<file path="config.mk">
export PLATFORM = sky130hd
export DESIGN_NAME = alu_result_collector
export DESIGN_NICKNAME = d
export VERILOG_FILES = /design/src/rtl/alu_result_collector.sv
export SDC_FILE = /design/constraint.sdc
export NUM_CORES = 1
export LEC_CHECK = 0
export ABC_AREA = 1
export BUFFER_PORTS_ARGS = -buffer_cell sky130_fd_sc_hd__buf_2
export CORE_UTILIZATION = 36
export CTS_CLUSTER_SIZE = 20
export DETAILED_ROUTE_END_ITERATION = 10
export GPL_TIMING_DRIVEN = 0
export HOLD_SLACK_MARGIN = 0.15
export SETUP_SLACK_MARGIN = 0.4
export SLEW_MARGIN = 0
export SYNTH_ARGS = -nofsm -noshare
export SYNTH_HDL_FRONTEND = slang
export SYNTH_SLANG_ARGS = --single-unit
</file>
<file path="constraint.sdc">
create_clock -name CLK -period 2 [get_ports CLK]
set_input_delay 0.2 -clock CLK [delete_from_list [all_inputs] [get_ports CLK]]
set_output_delay 0.2 -clock CLK [all_outputs]
set_load 0.005 [all_outputs]
</file>
<file path="src/rtl/alu_result_collector.sv">
// alu_result_collector
//   Collects the registered results of the four ALU units (arith, logic,
//   compare, shift). Each cycle with any unit flag high pushes one tagged
//   entry into a first-word-fall-through FIFO. The FIFO drains to a
//   consumer over a valid/ready handshake.
//
// Ports
//   CLK, RST                  clock (rising edge), async active-high reset
//   Arith_OUT/Carry_OUT/Arith_Flag, Logic_OUT/Logic_Flag,
//   CMP_OUT/CMP_Flag, SHIFT_OUT/SHIFT_Flag
//                             unit results with 1-cycle valid pulses
//   Res_Ready                 consumer accepts the head entry
//   Clr_Err                   clears Overflow/Collision on the next edge
//   Res_Valid/Res_Data/Res_Carry/Res_Unit
//                             head entry; data fields are 0 while empty
//   Count                     occupied entries, 0..Depth
//   Overflow                  sticky: a result was dropped while full
//   Collision                 sticky: more than one unit flag in a cycle
//   Res_Parity                even parity of {Res_Unit, Res_Carry, Res_Data};
//                             present only when ALU_RESULT_PARITY_EN is defined
//
// Optional feature macro: ALU_RESULT_PARITY_EN

module alu_result_collector #(
  parameter int Width = 16,
  parameter int Depth = 4
) (
  input  logic                     CLK,
  input  logic                     RST,
  input  logic [Width-1:0]         Arith_OUT,
  input  logic                     Carry_OUT,
  input  logic                     Arith_Flag,
  input  logic [Width-1:0]         Logic_OUT,
  input  logic                     Logic_Flag,
  input  logic [Width-1:0]         CMP_OUT,
  input  logic                     CMP_Flag,
  input  logic [Width-1:0]         SHIFT_OUT,
  input  logic                     SHIFT_Flag,
  input  logic                     Res_Ready,
  input  logic                     Clr_Err,
  output logic                     Res_Valid,
  output logic [Width-1:0]         Res_Data,
  output logic                     Res_Carry,
  output logic [1:0]               Res_Unit,
  output logic [$clog2(Depth):0]   Count,
  output logic                     Overflow,
  output logic                     Collision
`ifdef ALU_RESULT_PARITY_EN
 ,output logic                     Res_Parity
`endif
);

  localparam int PW = $clog2(Depth);
  localparam int CW = PW + 1;

  typedef enum logic [1:0] {
    UNIT_ARITH = 2'b00,
    UNIT_LOGIC = 2'b01,
    UNIT_CMP   = 2'b10,
    UNIT_SHIFT = 2'b11
  } unit_e;

  typedef struct packed {
    unit_e            unit;
    logic             carry;
    logic [Width-1:0] data;
`ifdef ALU_RESULT_PARITY_EN
    logic             parity;
`endif
  } entry_t;

  entry_t          mem_q [Depth];
  logic [PW-1:0]   wr_ptr_q, wr_ptr_d;
  logic [PW-1:0]   rd_ptr_q, rd_ptr_d;
  logic [CW-1:0]   count_q, count_d;
  logic            overflow_q, overflow_d;
  logic            collision_q, collision_d;

  logic            wr_req;
  logic            wr_en;
  logic            pop;
  logic            full;
  logic            valid;
  logic            ovf_evt;
  logic            col_evt;
  entry_t          wr_entry;
  entry_t          head;

  always_comb begin
    wr_req   = Arith_Flag | Logic_Flag | CMP_Flag | SHIFT_Flag;
    col_evt  = (Arith_Flag & (Logic_Flag | CMP_Flag | SHIFT_Flag)) |
               (Logic_Flag & (CMP_Flag | SHIFT_Flag)) |
               (CMP_Flag & SHIFT_Flag);

    // Fixed priority: arith > logic > cmp > shift.
    wr_entry = '0;
    if (Arith_Flag) begin
      wr_entry.unit  = UNIT_ARITH;
      wr_entry.carry = Carry_OUT;
      wr_entry.data  = Arith_OUT;
    end else if (Logic_Flag) begin
      wr_entry.unit  = UNIT_LOGIC;
      wr_entry.data  = Logic_OUT;
    end else if (CMP_Flag) begin
      wr_entry.unit  = UNIT_CMP;
      wr_entry.data  = CMP_OUT;
    end else if (SHIFT_Flag) begin
      wr_entry.unit  = UNIT_SHIFT;
      wr_entry.data  = SHIFT_OUT;
    end
`ifdef ALU_RESULT_PARITY_EN
    wr_entry.parity = ^{wr_entry.unit, wr_entry.carry, wr_entry.data};
`endif

    valid    = (count_q != '0);
    full     = (count_q == CW'(Depth));
    pop      = valid & Res_Ready;
    // When full, a simultaneous pop frees the slot the write lands in.
    wr_en    = wr_req & (~full | pop);
    ovf_evt  = wr_req & full & ~pop;

    wr_ptr_d = wr_en ? wr_ptr_q + PW'(1) : wr_ptr_q;
    rd_ptr_d = pop   ? rd_ptr_q + PW'(1) : rd_ptr_q;
    count_d  = count_q + CW'(wr_en) - CW'(pop);

    // Set wins over clear when both land in the same cycle.
    overflow_d  = (overflow_q  & ~Clr_Err) | ovf_evt;
    collision_d = (collision_q & ~Clr_Err) | col_evt;
  end

  always_ff @(posedge CLK or posedge RST) begin
    if (RST) begin
      wr_ptr_q    <= '0;
      rd_ptr_q    <= '0;
      count_q     <= '0;
      overflow_q  <= 1'b0;
      collision_q <= 1'b0;
    end else begin
      wr_ptr_q    <= wr_ptr_d;
      rd_ptr_q    <= rd_ptr_d;
      count_q     <= count_d;
      overflow_q  <= overflow_d;
      collision_q <= collision_d;
    end
  end

  // Storage is not reset; pointers and count define what is valid.
  always_ff @(posedge CLK) begin
    if (wr_en) begin
      mem_q[wr_ptr_q] <= wr_entry;
    end
  end

  always_comb begin
    head      = mem_q[rd_ptr_q];
    Res_Valid = valid;
    Res_Data  = valid ? head.data  : '0;
    Res_Carry = valid ? head.carry : 1'b0;
    Res_Unit  = valid ? head.unit  : 2'b00;
`ifdef ALU_RESULT_PARITY_EN
    Res_Parity = valid ? head.parity : 1'b0;
`endif
    Count     = count_q;
    Overflow  = overflow_q;
    Collision = collision_q;
  end

endmodule

</file>
# Yosys cells after proc, flatten, opt, wreduce, memory -nomap -nowiden
# Memories as Yosys holds them, arrays and structs flattened.
# Index checks and enable logic that the tools add are counted.
[totals]
output_inout_bits = 25
memories = 1
input_bits = 73
wordCells = 49
reg_bits = 9
ram_bits = 76
[mem_list]
columns = ["memory", "depth", "word_bits", "rd", "rd_clocked_by_memory_dff", "wr", "line", "text"]
rows = [
  ["mem_q", 4, 19, 1, 0, 1, "72", "entry_t mem_q [Depth];"],
]
[op_classes]
add_sub_neg = 4
bitwise_logic = 23
n_mux = 14
n_eq_ne = 1
reduce_logical = 1
[ops]
columns = ["operator", "n"]
rows = [
  ["$mux 16", 5],
  ["$or 1x1->1", 11],
  ["$mux 2", 5],
  ["$and 1x1->1", 9],
  ["$add 2x1->2 const B", 2],
  ["$mux 1", 4],
  ["$add 3x1->3", 1],
  ["$eq 3x3->1 const B", 1],
  ["$not 1->1", 3],
  ["$reduce_bool 3->1", 1],
  ["$sub 3x1->3", 1],
]

# Longest topological paths before layout
# Gate-level depths: netlist (run 1).
[depth]
ltp_word = 6
mapped_depth = 10
mapped_depth_nobuf = 10

# Worst setup path after synthesis (run 1)
# Ideal clock, no wire load.
[synth_path]
path_type = "reg2reg"
from = "register count_q[1], in the netlist Count[1]"
to = "register count_q[2], in the netlist Count[2]"
period_less_slack_ps = 1973
setup_slack_ps = 27
setup_ps = 122
path_buffers = 0
arrival_time_ps = 1851
stages_incl_launch_ff = 11
t_required_ps = 1878
path_cell_list = "dfrtp_1 nor2_2 nand2_2 nand2_1 inv_1 ha_1 inv_1 ha_1 inv_1 fa_1 xor2_1"
[synth_via]
elab_chain_cells = 6
word_cells_on_any_way = 8
cone_classes = "add/sub: 2; eq/ne: 1; bitwise: 4; reduce/logical: 1"
[synth_rtl]
columns = ["element", "line", "text"]
rows = [
  ["from (decl)", "75", "logic [CW-1:0] count_q, count_d;"],
  ["from (signal assigned)", "141", "count_q <= count_d;"],
  ["$reduce_bool 3->1 (*)", "115", "valid = (count_q != '0);"],
  ["named net Res_Valid", "41", "output logic Res_Valid,"],
  ["$and 1x1->1 (*)", "117", "pop = valid & Res_Ready;"],
  ["named net pop", "81", "logic pop;"],
  ["$or 1x1->1", "119", "wr_en = wr_req & (~full | pop);"],
  ["$and 1x1->1", "119", ""],
  ["$add 3x1->3", "124", "count_d = count_q + CW'(wr_en) - CW'(pop);"],
  ["$sub 3x1->3 (*)", "124", ""],
  ["named net count_d[2]", "75", ""],
]
# The timed path passes the listed nets; every way through them passes the cells marked *.
# A chain may end at the register's enable or synchronous reset.

# Final worst setup path (run 1)
[layout_path]
from = "register count_q[0], in the netlist Count[0]"
to = "register count_q[1], in the netlist Count[1]"
[layout_via]
elab_chain_cells = 6
word_cells_on_any_way = 8
cone_classes = "add/sub: 2; eq/ne: 1; bitwise: 4; reduce/logical: 1"
[layout_rtl]
columns = ["element", "line"]
rows = [
  ["$reduce_bool 3->1 (*)", "115"],
  ["$and 1x1->1 (*)", "117"],
  ["named net pop", "81"],
  ["$or 1x1->1", "119"],
  ["$and 1x1->1", "119"],
  ["$add 3x1->3", "124"],
  ["$sub 3x1->3 (*)", "124"],
  ["named net count_d[1]", "75"],
]
# Marked as above.

==> results of run 1 <==
[state kept, by name (all words and copies together), names as in the netlist]
signal	flops
mem_q	76
Count	3
rd_ptr_q	2
wr_ptr_q	2
Collision	1
Overflow	1
[layer usage]
layer,part of all wire (%),up-vias,global-route usage (%)
met4,1.4,0,7.97
met2,50,102,31.2
met3,5.0,11,2.60
met1,44,1764,25.0
met5,0,-,0
li1,-,1876,-
[final timing paths]
kind | from | to | depth (start not counted)
min | Carry_OUT | mem_q[1][16] | 3
max | Count[0] | Count[1] | 10
max in group asynchronous | RST | Count[0] | 3
min in group asynchronous | RST | Overflow | 3
max reg2reg | Count[0] | Count[1] | 10
min reg2reg | Collision | Collision | 2
[where the power goes]
part           total [mW]  leakage, nW  internal (mW)  switching, mW
clock network        1.66        0.143          0.998          0.657
registers            2.87        0.821           2.68          0.196
logic                5.17         2.17           2.31           2.86
[metrics by stage]
step	setup slack, ns	setup TNS (ns)	total power [mW]	area, sq um	cells
after floorplan	0.136	0	5.04	4560	514
after global placement	-0.108	-3.86	6.15	5250	777
after detailed placement	-0.114	-4.08	6.24	5250	777
after CTS	0.126	0	9.03	6120	817
after global routing	0.0856	0	10.3	6520	821
final	0.146	0	9.70	6520	821
[layout by cell type, fill, tap and decap left out, types with 10 or more instances in the layout]
master	n
nand2_1	136
buf_2	100
inv_1	89
edfxtp_1	76
nor2_1	35
nand3_2	34
nand2_4	31
a21oi_1	17
a21oi_2	16
buf_4	15
clkbuf_16	10
[what timing repair did]
action	in CTS	in global routing
resized for setup	64	82
hold buffers	2	0
cloned	3	1
pin swaps	14	34
setup endpoints to repair	97	21
buffers inserted	19	3
hold endpoints to repair	10	0
[kinds of logic (layout without fill, tap and decap cells)]
kind of cell	count (synthesis)	in the layout	synth area share, %
xor+xnor	2	2	0.389
flops	85	85	55.7
simple gates	261	261	25.2
buf+inv	120	259	11.4
compound gates	39	39	5.17
fa+ha+maj	7	7	2.11
[critical path: stages, from the launching register on]
cell	delay [ns]
dfrtp_2	0.42
nor2_4	0.18
nand2_4	0.08
nand2_4	0.09
inv_4	0.04
ha_4	0.20
inv_2	0.06
ha_4	0.12
inv_2	0.03
fa_2	0.50
inv_1	0.03
[cell type report]
class                           instances  area share [%]
Buffer                                 23            3.46
Tap cell                              168            3.23
Sequential cell                        85            38.5
Clock inverter                          4           0.730
Multi-Input combinational cell        309            30.8
Timing Repair Buffer                  123            13.5
Inverter                               97            5.97
Clock buffer                           12            3.78
==> metrics.md, run 1 <==
| Metric | Value |
|---|---|
| Least-Margin Pin Slew | 0.583 ns |
| Area leader, netlist | edfxtp_1 |
| DRT Wirelength | 12100 um |
| Via count | 3753 |
| DRT Pass-1 Iters | 4 |
| Clk sinks | 85 |
| Sequential share of the synthesized area | 55.7% |
| Post-route ant nets | 0 |
| Hold crit path type | input pin to register |
| Fin util | 53.8% |
| Initial antenna violation count | 0 |
| Critical path arrival | 2.09 ns |
| Maximum clock path buffer count | 2 |
| Syn. warnings | 0 |
| CP Max Fanout | 3 |
| Syn Nets | 594 |
| Via density | 4.57 |
| Die height | 114 um |
| Core box area | 12100 sq um |
| Tcrit/Tclk final | 92.7% |
| Reg2reg setup slack | 0.15 ns |
| Mapped Area | 4500 sq um |
| Num rows | 40 |
| Post-synth EDFFs | 76 |
| ANT cells | 0 |
| CTS tree | done |
| MaxCap Viol Count | 0 |
| Initial Util | 37.1% |
| Largest net degree at the start of global routing | 20 |
| CTS H-tree lvls | 3 |
| Hold slack | 0.210 ns |
| Ratio of cells with drive above 1 in the final layout | 42.0% |
| VDD IR max | 0.816 mV |
| Clk_skew | 0.00502 ns |
| Gr usage total | 18.9% |
| Die area | 12900 sq um |
| Relative slew slack | 61.1% |
| Most common cell in the synthesized netlist | nand2_1 |
| Lkg Pwr | 3.13 nW |
| Slew Viols, Final | 0 |
| GP Congestion | 0.836 |
| Post-synth top cells | 164 x nand2_1, 93 x inv_1, 76 x edfxtp_1 |
| Top Ports | 98 |
| Number of library cell types mapped by synthesis | 24 |
| Crit path launch type | register |
| Cell count after synthesis | 514 |
| DRC | 0 |
| Number of global-route vias before repair | 3568 |
| Clk Latency, worst-skew pair | 0.33 ns |
| GRT overflow | 0 |
| Post-synth top flop | edfxtp_1 |
| Worst Setup End Kind | register |
| CTS clk-pin slew, worst paths | 0.06 ns |
| Port buffer count | 95 |
| Largest cells by area after synthesis | edfxtp_1 51%, nand2_1 14%, inv_1 7.8% |
| Syn avg cell area | 8.75 sq um |
| RSZ-0062 raised after global routing | yes |
| First-pass GRT wire length | 18300 um |
| Post-DP HPWL | 7590 um |
| Area Growth Syn to Fin | 44.8% |
| CTS root buf | clkbuf_16 |
| Setup violators final | 0 |
| TritonCTS buffer count | 9 |
| Final min period | 1.85 ns |
| Outcome | finished clean |
| Async SR Flop Fraction | 10.6% |
| Die span in x | 114 um |
| Final Hold Viols | 0 |
| Share of the synthesized area in the top cell type | 50.7% |
| Routed len/inst | 14.7 um |
| Max Clk Rate | 539 MHz |
| Post-layout nets | 728 |
| Power density cells | 1490 nW/um^2 |
| Setup CP Type | register to register |
| Flops & latches, synth | 85 |
| Register area | 2510 sq um |
| Layout fillers | 1101 |
| Initial DRC count | 228 |
| Required @ worst endpoint | 2.23 ns |
| Area of the multi-input gates | 2010 sq um |
(Power assumes the default switching activity.)
==> run 2: changes to the inputs <==
--- a/config.mk
+++ b/config.mk
@@ -7,11 +7,12 @@
 export LEC_CHECK = 0
 export ABC_AREA = 1
 export BUFFER_PORTS_ARGS = -buffer_cell sky130_fd_sc_hd__buf_2
-export CORE_UTILIZATION = 36
+export CORE_UTILIZATION = 49
 export CTS_CLUSTER_SIZE = 20
 export DETAILED_ROUTE_END_ITERATION = 10
 export GPL_TIMING_DRIVEN = 0
 export HOLD_SLACK_MARGIN = 0.15
+export PLACE_DENSITY = 0.76
 export SETUP_SLACK_MARGIN = 0.4
 export SLEW_MARGIN = 0
 export SYNTH_ARGS = -nofsm -noshare
==> metrics.md, run 2 (synthesis gave the netlist of run 1 again) <==
| Metric | Value |
|---|---|
| Comb pwr share | 56.4% (was 53.3%) |
| DP Worst Slack | -0.0963 ns (was -0.114 ns) |
| Maximum clock path buffer count | 2 (unchanged) |
| Gr usage total | 23.7% (was 18.9%) |
| Cells after DPL | 717 (was 777) |
| Hold crit path type | input pin to register (unchanged) |
| Lkg Pwr | 3.04 nW (was 3.13 nW) |
| Die area | 9570 sq um (was 12900 sq um) |
| Reg2reg setup slack | 0.06 ns (was 0.15 ns) |
| Via count | 3945 (was 3753) |
| Net switching power | 3.66 mW (was 3.71 mW) |
| Least-Margin Pin Slew | 0.605 ns (was 0.583 ns) |
| Relative slew slack | 59.4% (was 61.1%) |
| Int Pwr | 5.44 mW (was 5.98 mW) |
| Area Growth Syn to Fin | 38.6% (was 44.8%) |
| DRC | 4 (was 0) |
| Num rows | 34 (was 40) |
| Required @ worst endpoint | 2.25 ns (was 2.23 ns) |
| Tot Pwr | 9.09 mW (was 9.70 mW) |
| Clk sinks | 85 (unchanged) |
| Initial Util | 51.1% (was 37.1%) |
| Top Ports | 98 (unchanged) |
| Hold worst-path end | mem_q[0][16] (was mem_q[1][16]) |
| GP Congestion | 0.816 (was 0.836) |
| Tcrit/Tclk final | 97.0% (was 92.7%) |
| ANT cells | 0 (unchanged) |
| CTS H-tree lvls | 3 (unchanged) |
| GRT overflow | 0 (unchanged) |
| DRT Wirelength | 12200 um (was 12100 um) |
| Die span in x | 97.8 um (was 114 um) |
| Outcome | complete, but fails checks (was finished clean) |
| Via density | 5.13 (was 4.57) |
| Power density cells | 1460 nW/um^2 (was 1490 nW/um^2) |
| Hold Path Depth | 3 (unchanged) |
| CP Max Fanout | 3 (unchanged) |
| Critical path arrival | 2.19 ns (was 2.09 ns) |
| Max Clk Rate | 515 MHz (was 539 MHz) |
| Failing checks | DRC |
| Setup violators final | 0 (unchanged) |
| Setup CP Type | register to register (unchanged) |
| Worst r2r src | Count[1] (was Count[0]) |
| Clk pwr share | 11.9% (was 17.1%) |
| Final min period | 1.94 ns (was 1.85 ns) |
| Hold_sp | Carry_OUT (unchanged) |
| Worst r2r path cells | 10 (unchanged) |
| VDD IR max | 0.545 mV (was 0.816 mV) |
| Ratio of cells with drive above 1 in the final layout | 41.3% (was 42.0%) |
| Worst Setup End Kind | register (unchanged) |
| Crit Reg-Reg Endpoint | Count[1] (unchanged) |
| TritonCTS buffer count | 9 (unchanged) |
| Initial DRC count | 232 (was 228) |
| Core box area | 8810 sq um (was 12100 sq um) |
| CTS clk-pin slew, worst paths | 0.09 ns (was 0.06 ns) |
| Hold slack | 0.171 ns (was 0.210 ns) |
| Fin util | 70.8% (was 53.8%) |
| Sw Ratio | 40.2% (was 38.3%) |
| DRT Pass-1 Iters | 8 (was 4) |
| Final cell count without fillers | 769 (was 821) |
| Layout fillers | 598 (was 1101) |
| Largest net degree at the start of global routing | 20 (unchanged) |
| Post-DP HPWL | 6880 um (was 7590 um) |
| RSZ-0062 raised after global routing | yes (unchanged) |
| Biggest register | mem_q (unchanged) |
| Max FFs per register | 76 (unchanged) |
| Setup ws final | 0.0597 ns (was 0.146 ns) |
| MaxCap Viol Count | 0 (unchanged) |
| Clk_skew | 0.0149 ns (was 0.00502 ns) |
| Post-route ant nets | 0 (unchanged) |
| Port buffer count | 95 (unchanged) |
| Die height | 97.8 um (was 114 um) |
| Reg power frac | 31.7% (was 29.6%) |
| Number of global-route vias before repair | 3693 (was 3568) |
| First-pass GRT wire length | 17200 um (was 18300 um) |
| Clk Latency, worst-skew pair | 0.36 ns (was 0.33 ns) |
| Final Hold Viols | 0 (unchanged) |
| Routed len/inst | 15.8 um (was 14.7 um) |
| Most frequent cells in the layout | 137 x nand2_1, 101 x buf_2, 89 x inv_1, 76 x edfxtp_1, 35 x nor2_1 (was 136 x nand2_1, 100 x buf_2, 89 x inv_1, 76 x edfxtp_1, 35 x nor2_1) |
| Slew Viols, Final | 0 (unchanged) |
| Initial antenna violation count | 0 (unchanged) |
| CTS root buf | clkbuf_8 (was clkbuf_16) |
| CTS tree | done (unchanged) |
| Crit path launch type | register (unchanged) |
| Post-layout nets | 736 (was 728) |
| Commonest non-fill, non-tap cell in the layout | nand2_1 (unchanged) |
## run 2: cell type report
| type | count | area, sq um | area share, % |
|---|---|---|---|
| clock buffers | 9 | 124 | 1.99 |
| plain buffers | 23 | 235 | 3.77 |
| multi-input cells | 309 | 1850 | 29.6 |
| clock inverters | 7 | 50.0 | 0.803 |
| flip-flops and latches | 85 | 2510 | 40.2 |
| well taps | 108 | 135 | 2.17 |
| inverters | 97 | 392 | 6.28 |
| repair buffers | 131 | 943 | 15.1 |
## run 2: worst max path at each step
| stage | startpoint | to | depth (start not counted) |
|---|---|---|---|
| 6_report | Count[1] | Count[1] | 10 |
| 2_1_floorplan | Count[0] | Count[1] | 10 |
| 3_3_place_gp | Count[2] | mem_q[3][16] | 5 |
| 3_5_place_dp | Count[2] | mem_q[3][13] | 5 |
| 5_1_grt | Count[1] | Count[1] | 10 |
| 4_1_cts | Count[0] | Count[1] | 9 |
## run 2: through the flow
step	cell area (sq um)	TNS (ns)
2_1_floorplan	4560	0
3_3_place_gp	5170	-2.03
3_5_place_dp	5170	-3.20
4_1_cts	5840	0
5_1_grt	6240	0
6_report	6240	0
## run 2: worst max-delay path: stages, from the launching register on
cell and delay (ns):
dfrtp_2 0.45, nor2_4 0.17, nand2_4 0.09, nand2_4 0.08
inv_4 0.04, ha_4 0.21, inv_4 0.05, ha_4 0.11
inv_2 0.04, fa_2 0.52, inv_1 0.06
## run 2: layer usage
metal / vias to the layer above / share of wire [%] / track usage, % / wire (um)
li1: 1885 / - / - / -
met1: 1814 / 38 / 28.3 / 4590
met2: 211 / 52 / 40.8 / 6340
met3: 35 / 7.1 / 5.08 / 864
met4: 0 / 3.2 / 11.1 / 395
met5: - / 0 / 0 / 0
## run 2: repair_timing
item                       4_1_cts  5_1_grt
setup endpoints to repair       97       52
cloned                           4        3
hold endpoints to repair        11        0
hold buffers                     2        0
setup buffers                   21        6
pin swaps                       13       35
resized for setup               47       71
## run 2: power groups by stage
| stage | clock [mW] | combinational (mW) | sequential (mW) |
|---|---|---|---|
| after global routing | 1.16 | 5.48 | 2.93 |
| after floorplan | 0 | 2.16 | 2.88 |
| final | 1.08 | 5.13 | 2.88 |
| after CTS | 1.09 | 4.22 | 2.86 |
| after detailed placement | 0 | 3.21 | 2.93 |
| after global placement | 0 | 3.14 | 2.91 |
==> run 3: changes to the inputs <==
==> constraint.sdc (replaced) <==
create_clock -name CLK -period 2 [get_ports CLK]
set_input_delay 0.4 -clock CLK [delete_from_list [all_inputs] [get_ports CLK]]
set_output_delay 0.4 -clock CLK [all_outputs]
set_load 0.005 [all_outputs]
==> metrics.md, run 3 (synthesis gave the netlist of run 1 again) <==
| Metric | Value |
|---|---|
| Post-layout nets | 727 (was 736) |
| DRC | 4 (unchanged) |
| Commonest non-fill, non-tap cell in the layout | nand2_1 (unchanged) |
| Initial antenna violation count | 0 (unchanged) |
| Number of global-route vias before repair | 3823 (was 3693) |
| GRT overflow | 0 (unchanged) |
| Setup ws final | 0.0233 ns (was 0.0597 ns) |
| Comb pwr share | 53.3% (was 56.4%) |
| Cells after DPL | 717 (unchanged) |
| Setup violators final | 0 (unchanged) |
| Net switching power | 3.32 mW (was 3.66 mW) |
| TritonCTS buffer count | 9 (unchanged) |
| Int Pwr | 5.09 mW (was 5.44 mW) |
| ANT cells | 0 (unchanged) |
| Least-Margin Pin Slew | 0.588 ns (was 0.605 ns) |
| Critical path arrival | 2.24 ns (was 2.19 ns) |
| Sw Ratio | 39.5% (was 40.2%) |
| Failing checks | DRC (unchanged) |
| Crit Reg-Reg Endpoint | Count[1] (unchanged) |
| Setup CP Type | register to register (unchanged) |
| Largest net degree at the start of global routing | 15 (was 20) |
| Die height | 97.8 um (unchanged) |
| Worst Setup End Kind | register (unchanged) |
| Worst r2r src | Count[0] (was Count[1]) |
| VDD IR max | 0.675 mV (was 0.545 mV) |
| Post-route cell area | 5910 sq um (was 6240 sq um) |
| Port buffer count | 95 (unchanged) |
| Post-route ant nets | 0 (unchanged) |
| Tot Pwr | 8.41 mW (was 9.09 mW) |
| Lkg Pwr | 2.87 nW (was 3.04 nW) |
| CTS H-tree lvls | 3 (unchanged) |
| Hold_sp | Clr_Err (was Carry_OUT) |
| Final min period | 1.98 ns (was 1.94 ns) |
| GP Congestion | 0.810 (was 0.816) |
| Gr usage total | 25.4% (was 23.7%) |
| Max FFs per register | 76 (unchanged) |
| Reg power frac | 34.2% (was 31.7%) |
| Top Ports | 98 (unchanged) |
| Maximum clock path buffer count | 2 (unchanged) |
| Via count | 3849 (was 3945) |
| Clk Latency, worst-skew pair | 0.36 ns (about the same) |
| Relative slew slack | 60.5% (was 59.4%) |
| CTS clk-pin slew, worst paths | 0.09 ns (about the same) |
| Clk sinks | 85 (unchanged) |
| Tcrit/Tclk final | 98.8% (was 97.0%) |
| RSZ-0062 raised after global routing | yes (unchanged) |
| Initial DRC count | 270 (was 232) |
| Routed len/inst | 15.3 um (was 15.8 um) |
| Ratio of cells with drive above 1 in the final layout | 36.2% (was 41.3%) |
| Outcome | complete, but fails checks (unchanged) |
| Required @ worst endpoint | 2.26 ns (was 2.25 ns) |
| Worst r2r path cells | 10 (unchanged) |
| Max Clk Rate | 506 MHz (was 515 MHz) |
| MaxCap Viol Count | 0 (unchanged) |
| Crit path launch type | register (unchanged) |
| DP Area | 5190 sq um (was 5170 sq um) |
| Biggest register | mem_q (unchanged) |
| DP Worst Slack | -0.154 ns (was -0.0963 ns) |
| CTS root buf | clkbuf_8 (unchanged) |
| Hold worst-path end | Overflow (was mem_q[0][16]) |
| Die span in x | 97.8 um (unchanged) |
| DRT Pass-1 Iters | 8 (unchanged) |
| Hold slack | 0.232 ns (was 0.171 ns) |
| Die area | 9570 sq um (unchanged) |
| Slew Viols, Final | 0 (unchanged) |
| CP Max Fanout | 3 (unchanged) |
| Hold crit path type | input pin to register (unchanged) |
| First-pass GRT wire length | 18500 um (was 17200 um) |
| Core box area | 8810 sq um (unchanged) |
| Power density cells | 1420 nW/um^2 (was 1460 nW/um^2) |
| Num rows | 34 (unchanged) |
| Reg2reg setup slack | 0.02 ns (was 0.06 ns) |
| Final Hold Viols | 0 (unchanged) |
| Via density | 5.06 (was 5.13) |
| Hold Path Depth | 2 (was 3) |
| Most frequent cells in the layout | 154 x nand2_1, 99 x buf_2, 89 x inv_1, 76 x edfxtp_1, 34 x nor2_1 (was 137 x nand2_1, 101 x buf_2, 89 x inv_1, 76 x edfxtp_1, 35 x nor2_1) |
| Final cell count without fillers | 760 (was 769) |
| CTS tree | done (unchanged) |
| Clk pwr share | 12.5% (was 11.9%) |
| Area Growth Syn to Fin | 31.4% (was 38.6%) |
| Post-DP HPWL | 6990 um (was 6880 um) |
| Initial Util | 51.1% (unchanged) |
| DRT Wirelength | 11600 um (was 12200 um) |
| Clk_skew | 0.0129 ns (was 0.0149 ns) |
-- run 3: changes by cell type in the layout (fill, tap and decap cells not counted), sizes merged --
| cell | delta |
|---|---|
| dlygate4sd3 | -1 |
| clkbuf | -1 |
| inv | -1 |
| buf | -6 |
-- run 3: what timing repair did --
action / CTS / global route
buffers inserted: 22 / 3
gates resized for setup: 51 / 17
setup endpoints to repair: 98 / 98
pin swaps: 19 / 13
hold buffers: 1 / 0
endpoints found under the hold margin: 9 / 0
gates cloned: 1 / 0
-- run 3: per-layer routing --
layer	routed length (um)	up-vias	track usage (%)
met4	356	0	11.5
li1	-	1863	-
met3	685	34	3.79
met1	4640	1772	30.2
met5	0	-	0
met2	5920	180	45.4
-- run 3: cell type report --
| cell class | count | area, sq um |
|---|---|---|
| sequential | 85 | 2510 |
| tap | 108 | 135 |
| clock inverter | 6 | 40.0 |
| fill | 643 | 2890 |
| inverter | 97 | 382 |
| buffer | 23 | 215 |
| timing repair buffer | 122 | 797 |
| clock buffer | 10 | 128 |
| multi-input combinational | 309 | 1710 |
-- run 3: worst max-delay path by stage --
stage | startpoint | end | slack, ns | cells after the start
after floorplan | CMP_Flag | Count[1] | 0.12 | 10
after global placement | Res_Ready | mem_q[3][12] | -0.15 | 5
after detailed placement | Res_Ready | mem_q[2][12] | -0.15 | 5
after CTS | rd_ptr_q[0] | Res_Data[5] | 0.08 | 8
after global routing | Count[2] | Count[1] | -0.02 | 10
final | Count[0] | Count[1] | 0.02 | 10
-- run 3: critical path, stage by stage, from the launching register on --
cell and delay, ns:
dfrtp_2 0.44, nor2_4 0.18, nand2_4 0.10, nand2_4 0.08
inv_4 0.04, ha_4 0.21, inv_4 0.05, ha_4 0.12
inv_2 0.04, fa_2 0.54, inv_1 0.05
-- run 3: power by group through the flow --
stage / clock, mW / sequential (mW) / combinational (mW)
2_1_floorplan: 0 / 2.88 / 2.14
3_3_place_gp: 0 / 2.91 / 3.13
3_5_place_dp: 0 / 2.93 / 3.22
4_1_cts: 1.05 / 2.86 / 4.17
5_1_grt: 1.12 / 2.93 / 4.86
6_report: 1.05 / 2.88 / 4.48
-- run 3: through the flow --
step / TNS, ns / util [%]
6_report: 0 / 67.1
5_1_grt: -0.0353 / 67.1
4_1_cts: 0 / 66.1
3_5_place_dp: -9.62 / 58.9
3_3_place_gp: -8.32 / 58.9
2_1_floorplan: 0 / -
